$ cat src/rtl/multicycle_control_unit.sv
// Multicycle MIPS control FSM with memory ready handshake; outputs decoded from state.
// Optional illegal-opcode trap enabled by defining CTRL_TRAP_EN.
module multicycle_control_unit #(
  parameter int ALU_OP_W = 2
) (
  input  logic                clk,
  input  logic                arst_n,
  input  logic [5:0]          opcode,
  input  logic                mem_ready,
  output logic                pc_write,
  output logic                pc_write_cond,
  output logic [1:0]          pc_source,
  output logic                i_or_d,
  output logic                mem_read,
  output logic                mem_write,
  output logic                ir_write,
  output logic                mem_2_reg,
  output logic                reg_dst,
  output logic                reg_write,
  output logic                alu_src_a,
  output logic [1:0]          alu_src_b,
  output logic [ALU_OP_W-1:0] alu_op,
  output logic                instr_done,
  output logic                illegal_op,
  output logic [3:0]          state
);

  typedef enum logic [3:0] {
    S_IDLE = 4'd0, S_FETCH = 4'd1, S_DECODE = 4'd2, S_MEM_ADDR = 4'd3,
    S_MEM_RD = 4'd4, S_MEM_WB = 4'd5, S_MEM_WR = 4'd6, S_R_EXEC = 4'd7,
    S_R_WB = 4'd8, S_BEQ = 4'd9, S_JMP = 4'd10, S_ADDI_EX = 4'd11,
    S_ADDI_WB = 4'd12, S_TRAP = 4'd13
  } state_t;

  localparam logic [ALU_OP_W-1:0] ALU_ADD = '0;
  localparam logic [ALU_OP_W-1:0] ALU_SUB = ALU_OP_W'(1);
  localparam logic [ALU_OP_W-1:0] ALU_RT  = ALU_OP_W'(2);

  state_t     r_state;
  logic [5:0] r_opcode;

  always_ff @(posedge clk or negedge arst_n) begin
    if (!arst_n) begin
      r_state  <= S_IDLE;
      r_opcode <= 6'h00;
    end else begin
      case (r_state)
        S_IDLE:     r_state <= S_FETCH;
        S_FETCH:    if (mem_ready) r_state <= S_DECODE;
        S_DECODE: begin
          r_opcode <= opcode;
          case (opcode)
            6'h23, 6'h2B: r_state <= S_MEM_ADDR;
            6'h00:        r_state <= S_R_EXEC;
            6'h04:        r_state <= S_BEQ;
            6'h02:        r_state <= S_JMP;
            6'h08:        r_state <= S_ADDI_EX;
`ifdef CTRL_TRAP_EN
            default:      r_state <= S_TRAP;
`else
            default:      r_state <= S_FETCH;
`endif
          endcase
        end
        // Load/store split uses the opcode captured in DECODE, not the live IR.
        S_MEM_ADDR: r_state <= (r_opcode == 6'h23) ? S_MEM_RD : S_MEM_WR;
        S_MEM_RD:   if (mem_ready) r_state <= S_MEM_WB;
        S_MEM_WB:   r_state <= S_FETCH;
        S_MEM_WR:   if (mem_ready) r_state <= S_FETCH;
        S_R_EXEC:   r_state <= S_R_WB;
        S_R_WB:     r_state <= S_FETCH;
        S_BEQ:      r_state <= S_FETCH;
        S_JMP:      r_state <= S_FETCH;
        S_ADDI_EX:  r_state <= S_ADDI_WB;
        S_ADDI_WB:  r_state <= S_FETCH;
        S_TRAP:     r_state <= S_TRAP;
        default:    r_state <= S_IDLE;
      endcase
    end
  end

`ifndef CTRL_TRAP_EN
  logic w_known;
  always_comb begin
    w_known = 1'b0;
    case (opcode)
      6'h23, 6'h2B, 6'h00, 6'h04, 6'h02, 6'h08: w_known = 1'b1;
      default:                                  w_known = 1'b0;
    endcase
  end
`endif

  always_comb begin
    pc_write      = 1'b0;
    pc_write_cond = 1'b0;
    pc_source     = 2'b00;
    i_or_d        = 1'b0;
    mem_read      = 1'b0;
    mem_write     = 1'b0;
    ir_write      = 1'b0;
    mem_2_reg     = 1'b0;
    reg_dst       = 1'b0;
    reg_write     = 1'b0;
    alu_src_a     = 1'b0;
    alu_src_b     = 2'b00;
    alu_op        = ALU_ADD;
    instr_done    = 1'b0;
    case (r_state)
      S_FETCH: begin
        mem_read  = 1'b1;
        alu_src_b = 2'b01;
        ir_write  = mem_ready;
        pc_write  = mem_ready;
      end
      S_DECODE: begin
        alu_src_b = 2'b11;
`ifndef CTRL_TRAP_EN
        instr_done = ~w_known;
`endif
      end
      S_MEM_ADDR: begin alu_src_a = 1'b1; alu_src_b = 2'b10; end
      S_MEM_RD:   begin mem_read = 1'b1; i_or_d = 1'b1; end
      S_MEM_WB:   begin reg_write = 1'b1; mem_2_reg = 1'b1; instr_done = 1'b1; end
      S_MEM_WR: begin
        mem_write  = 1'b1;
        i_or_d     = 1'b1;
        instr_done = mem_ready;
      end
      S_R_EXEC:   begin alu_src_a = 1'b1; alu_op = ALU_RT; end
      S_R_WB:     begin reg_write = 1'b1; reg_dst = 1'b1; instr_done = 1'b1; end
      S_BEQ: begin
        alu_src_a     = 1'b1;
        alu_op        = ALU_SUB;
        pc_write_cond = 1'b1;
        pc_source     = 2'b01;
        instr_done    = 1'b1;
      end
      S_JMP:      begin pc_write = 1'b1; pc_source = 2'b10; instr_done = 1'b1; end
      S_ADDI_EX:  begin alu_src_a = 1'b1; alu_src_b = 2'b10; end
      S_ADDI_WB:  begin reg_write = 1'b1; instr_done = 1'b1; end
      default: ;
    endcase
  end

`ifdef CTRL_TRAP_EN
  assign illegal_op = (r_state == S_TRAP);
`else
  assign illegal_op = 1'b0;
`endif
  assign state = r_state;

endmodule

$ cat config.mk
export PLATFORM = sky130hd
export DESIGN_NAME = multicycle_control_unit
export DESIGN_NICKNAME = d
export VERILOG_FILES = /design/src/rtl/multicycle_control_unit.sv
export SDC_FILE = /design/constraint.sdc
export NUM_CORES = 1
export LEC_CHECK = 0
export ABC_CLOCK_PERIOD_IN_PS = 2250
export BUFFER_PORTS_ARGS = -buffer_cell sky130_fd_sc_hd__buf_2
export CELL_PAD_IN_SITES_DETAIL_PLACEMENT = 1
export CELL_PAD_IN_SITES_GLOBAL_PLACEMENT = 2
export CORE_UTILIZATION = 27
export DETAILED_ROUTE_END_ITERATION = 12
export PLACE_DENSITY = 0.85
export SYNTH_ARGS = -nofsm -noshare
export SYNTH_HDL_FRONTEND = slang
export SYNTH_SLANG_ARGS = --single-unit
$ cat constraint.sdc
create_clock -name clk -period 2.25 [get_ports clk]
set_clock_uncertainty 0.2 [all_clocks]
set_input_delay 0.45 -clock clk [delete_from_list [all_inputs] [get_ports clk]]
set_output_delay 0.45 -clock clk [all_outputs]
set_load 0.02 [all_outputs]
## Word level (Yosys, flattened, before mapping)

Index checks and enable logic that the tools add are counted.

| operators by class | value |
|---|---|
| add/subtract/negate cells | 0 |
| multipliers | 0 |
| divide/modulo/power cells | 0 |
| order comparisons | 0 |
| equality and inequality tests | 22 |
| shift-type cells | 0 |
| muxes and demuxes | 21 |
| bitwise logic cells | 1 |
| reduce and logical (&&, ||, !) cells | 12 |

Operators by type and width:

| kind | count |
|---|---|
| 4-bit one-hot mux with 9 select lines | 1 |
| 4-bit == test (second input constant) | 6 |
| 4-bit one-hot mux with 5 select lines | 1 |
| 6-bit == test (second input constant) | 3 |
| 4-bit by 3-bit == test with 1-bit output (second input constant) | 4 |
| 4-bit two-way mux | 3 |
| 6-bit OR reduction | 2 |
| 1-bit two-way mux | 10 |
| 4-bit by 2-bit == test with 1-bit output (second input constant) | 2 |
| 2-bit one-hot mux with 2 select lines | 2 |
| 2-bit OR reduction | 4 |
| 6-bit by 2-bit == test with 1-bit output (second input constant) | 1 |
| 6-bit by 3-bit == test with 1-bit output (second input constant) | 1 |
| 6-bit by 4-bit == test with 1-bit output (second input constant) | 1 |
| 6-bit zero test | 1 |
| 2-bit != test (second input constant) | 3 |
| 2-bit one-hot mux with 3 select lines | 1 |
| 5-bit OR reduction | 1 |
| 4-bit by 1-bit == test with 1-bit output (second input constant) | 1 |
| 4-bit zero test | 1 |
| 4-bit OR reduction | 1 |
| 1-bit one-hot mux with 3 select lines | 1 |
| 3-bit AND reduction | 1 |
| 3-bit OR reduction | 1 |
| other kinds (3) | 3 |

| storage, ports and cells | value |
|---|---|
| register bits | 10 |
| latch bits | 0 |
| RAM bits | 0 |
| memory bits (read-only) | 0 |
| bits of input ports | 9 |
| output and inout port bits | 22 |
| logic and storage cells | 58 |
| memories kept | 0 |

## Logic depth before layout (Yosys ltp)

| logic depth | value |
|---|---|
| depth in word-level cells | 5 |
| mapped depth | 5 |
| gate-level depth less buffers | 4 |

## Worst setup path after synthesis

No wires, ideal clock.

| path | value |
|---|---|
| path type | input port to output port |
| start point | in opcode[1] |
| end point | out instr_done |
| data arrival time | 1718 ps |
| data required time | 1600 ps |
| setup slack | -118 ps |
| cell stages on the path | 4 |
| path buffers | 1 |
| path through | buf_4 or4b_2 a311oi_1 o221ai_1 |

| on the way | value |
|---|---|
| longest elaborated chain between the ends | 5 |
| elaborated cells on any way between the ends | 10 |
| classes of those cells | eq/ne (5); mux (2); bitwise (1); reduce/logical (2) |

Ends and longest elaborated chain:

| element | line | source |
|---|---|---|
| start: declaration | 8 | `input logic [5:0] opcode,` |
| 6-bit == test (tied with other cells) | 86 | `case (opcode)` |
| 6-bit OR reduction * | 86 |  |
| 1-bit two-way mux * | 86 |  |
| 1-bit inverter * | 118 | `instr_done = ~w_known;` |
| 1-bit one-hot mux with 3 select lines * | 108 | `case (r_state)` |
| end: declaration | 23 | `output logic instr_done,` |

Every way passes the cells marked *; elsewhere a longest branch is shown, timed or not.

## Final worst setup path

| path | value |
|---|---|
| start point | in opcode[5] |
| end point | out instr_done |

Same word-level chain as after synthesis.

==> flow_summary_export.csv <==
group,metric,value,unit
floorplanning,fp.dieW,57.89,um
clock_tree,cts_buffer_depth,2,
power,p_int,0.8650,mW
run_status,status,"finished with violations",
global_routing,overflow,0,
clock_tree,cts_num_sinks,10,
run,drv_cap,0,
route,wl_met1,1.038,mm
placement,gp_congestion,0.8141,
finish,post_route_cells_drive_above_1_share,48.18,%
critical_path,path_max_fanout,3,
power,leakage,0.5535,nW
yosys,postSynth.asyncResetShare,100.0,%
yosys,synth_seq_area_share,29.67,%
critical_path,critPathKind,"in -> out",
route,drcViolationCount,5,
critical_path,cp-end-kind,"output port",
yosys,synth_ff_type,"dfrtp_1",
yosys,synthCells,100,
route,vias,888,
placement,dpl-instance-area,1084,um^2
yosys,synth_cell_type_count,42,
hold_path,hold_path.class,"reg -> reg",
power,ir_worst_vdd,0.6387,mV
clock_tree,cts_tree,"yes",
placement,preCtsSetupSlack,-0.1116,ns
sta,max_freq,429.4,MHz
yosys,yosysWarnings,0,
critical_path,setup.worst_path.start,"opcode[5]",
floorplanning,initial_utilization,29.56,%
finish,fillers,352,
finish,final_area,1176,um^2
global_routing,antenna_found_initial,0,
global_routing,grt_pass1_wl,4.222,mm
route,dr.pass1.iters,8,
floorplanning,die_area,3351,um^2
power,p_comb_share,69.0,%
route,via_per_inst,5.286,
floorplanning,die_y,57.89,um
clock_tree,post_cts_buffers,0,
finish,antennaDiodeCount,0,
critical_path,crit_end,"instr_done",
finish,layout.cells.non_filler,168,
sta,hold_viol,0,
finish,areaGrowthSynthToFinish,39.47,%
clock_tree,numCtsBuffers,3,
global_routing,grt_pass1_vias,874,
global_routing,grt_max_degree,19,
placement,io_buffers,29,
route,ant_nets,0,
power,netSwitchingPower,0.8026,mW
route,met2RoutedLength,1.270,mm
sta,fin_tns_setup,-0.07867,ns
critical_path,worstPathRequired,1.60,ns
yosys,synthesis.nets,109,
floorplanning,fp-row-count,19,
yosys,synthesis.area,843.3,um^2
power,clkPwrFrac,9.8,%
power,power,1.668,mW
sta,holdWs,0.3052,ns
critical_path,r2r-start,"state[0]",
yosys,synth-edff-count,0,
finish,regArea,252.7,um^2
sta,rsz0062_at_grt,"yes",
route,wirelength,2.450,mm
yosys,synth.avg_cell_area,8.433,um^2
power,switching_share,48.13,%
clock_tree,clkLatencyLatePin,0.27,ns
yosys,ys_ff_latch,10,
route,wl_met3,130,um
clock_tree,clk_pin_slew_worst_paths,0.06,ns
sta,period_share,103.5,%
finish,final_core_util,41.23,%
clock_tree,cts-root-buf,"clkbuf_4",
floorplanning,coreArea,2853,um^2
power,power.density,1418,nW/um^2
placement,place_inst,163,
placement,hpwlAfterDp,1.984,mm
sta,fin_crit,2.329,ns
route,wl_per_cell,14.58,um
critical_path,worstRegToRegCells,5,
power,pwr-share-seq,21.3,%
finish,final_nets,147,
critical_path,worstReg2RegEnd,"state[2]",
sta,finalSetupViolCount,1,
floorplanning,ioPinCount,31,
run_status,violations,"design-rule violations, negative setup slack",
global_routing,track_usage,16.60,%
route,first_iter_violations,38,
critical_path,start_kind,"input port",
critical_path,cp.arrival,1.68,ns
finish,multiInputGateArea,569.3,um^2
critical_path,reg2reg_setup_slack,0.26,ns
clock_tree,htree_num_levels,1,
sta,slew_violations,0,
sta,fin_ws,-0.07867,ns
route,routed.top_layer,"met4",
-- sequential cells by signal, summed over array words and instances (netlist names) --
register	cells
state	4
r_opcode	6
-- cell usage after synthesis (2+ instances only) --
| cell type | n | area, um^2 |
|---|---|---|
| nor2_1 | 11 | 41.29 |
| dfrtp_1 | 10 | 250.2 |
| nand2_1 | 9 | 33.78 |
| mux2_2 | 6 | 67.56 |
| a21oi_1 | 5 | 25.02 |
| nand2b_1 | 5 | 31.28 |
| buf_4 | 4 | 30.03 |
| clkbuf_1 | 4 | 15.01 |
| nor3_1 | 4 | 20.02 |
| o21ai_0 | 4 | 20.02 |
| nand3_1 | 3 | 15.01 |
| a21boi_0 | 2 | 15.01 |
| nor2b_1 | 2 | 12.51 |
| or4b_2 | 2 | 20.02 |
| xnor2_1 | 2 | 17.52 |
-- critical path, stage by stage --
cell	delay [ns]
buf_6	0.09
or4b_4	0.54
a311oi_4	0.30
o221ai_2	0.15
buf_6	0.15
-- placed cells by master (no fill, tap or decap), types with 4 or more instances in the layout --
| cell type | n |
|---|---|
| buf_2 | 26 |
| buf_4 | 14 |
| nor2_1 | 11 |
| nand2_1 | 9 |
| dfrtp_1 | 8 |
| mux2_2 | 6 |
| nand2b_1 | 5 |
| a21oi_1 | 5 |
| o21ai_0 | 4 |
-- power by group through the flow --
stage               sequential [mW]  combinational [mW]  clock (mW)
floorplan                     0.363               0.775           0
global placement              0.348                1.10           0
detailed placement            0.353                1.13           0
CTS                           0.353                1.15       0.166
global route                  0.370                1.26       0.178
finish                        0.355                1.15       0.163
-- worst min-delay path by stage --
stage                start          end  slack, ns  depth (start not counted)
2_1_floorplan       arst_n  r_opcode[0]      -0.05                          0
3_3_place_gp        arst_n  r_opcode[2]       0.11                          1
3_5_place_dp        arst_n  r_opcode[2]       0.12                          1
4_1_cts        r_opcode[5]  r_opcode[5]       0.31                          1
5_1_grt          opcode[4]  r_opcode[4]       0.31                          2
6_report       r_opcode[5]  r_opcode[5]       0.31                          1
-- logic make-up (layout without fill, tap and decap cells) --
family | Yosys count | after routing | synth area share (%)
compound gates | 24 | 24 | 20.77
simple gates | 45 | 45 | 30.12
mux | 7 | 7 | 9.198
other cells | 1 | 1 | 0.4447
buf+inv | 11 | 48 | 7.714
xor+xnor | 2 | 2 | 2.078
flops | 10 | 10 | 29.67
-- metal layers --
metal / GRT usage [%] / vias to the layer above
li1: - / 436
met1: 20.47 / 422
met2: 29.39 / 28
met3: 4.241 / 2
met4: 3.061 / 0
met5: 0 / -
-- layout make-up --
type / count / area share [%]
Clock buffer: 4 / 3.085
Sequential cell: 10 / 21.49
Multi-Input combinational cell: 79 / 48.40
Tap cell: 31 / 3.298
Timing Repair Buffer: 44 / 23.72
-- what timing repair did --
| item | CTS | global route |
|---|---|---|
| setup endpoints to repair | 1 | 7 |
| endpoints found under the hold margin | 10 | 0 |
| gates resized for setup | 3 | 7 |
| hold buffers | 1 | 0 |
| gates cloned | 0 | 0 |
| pin swaps | 1 | 3 |
(Power assumes the default switching activity.)
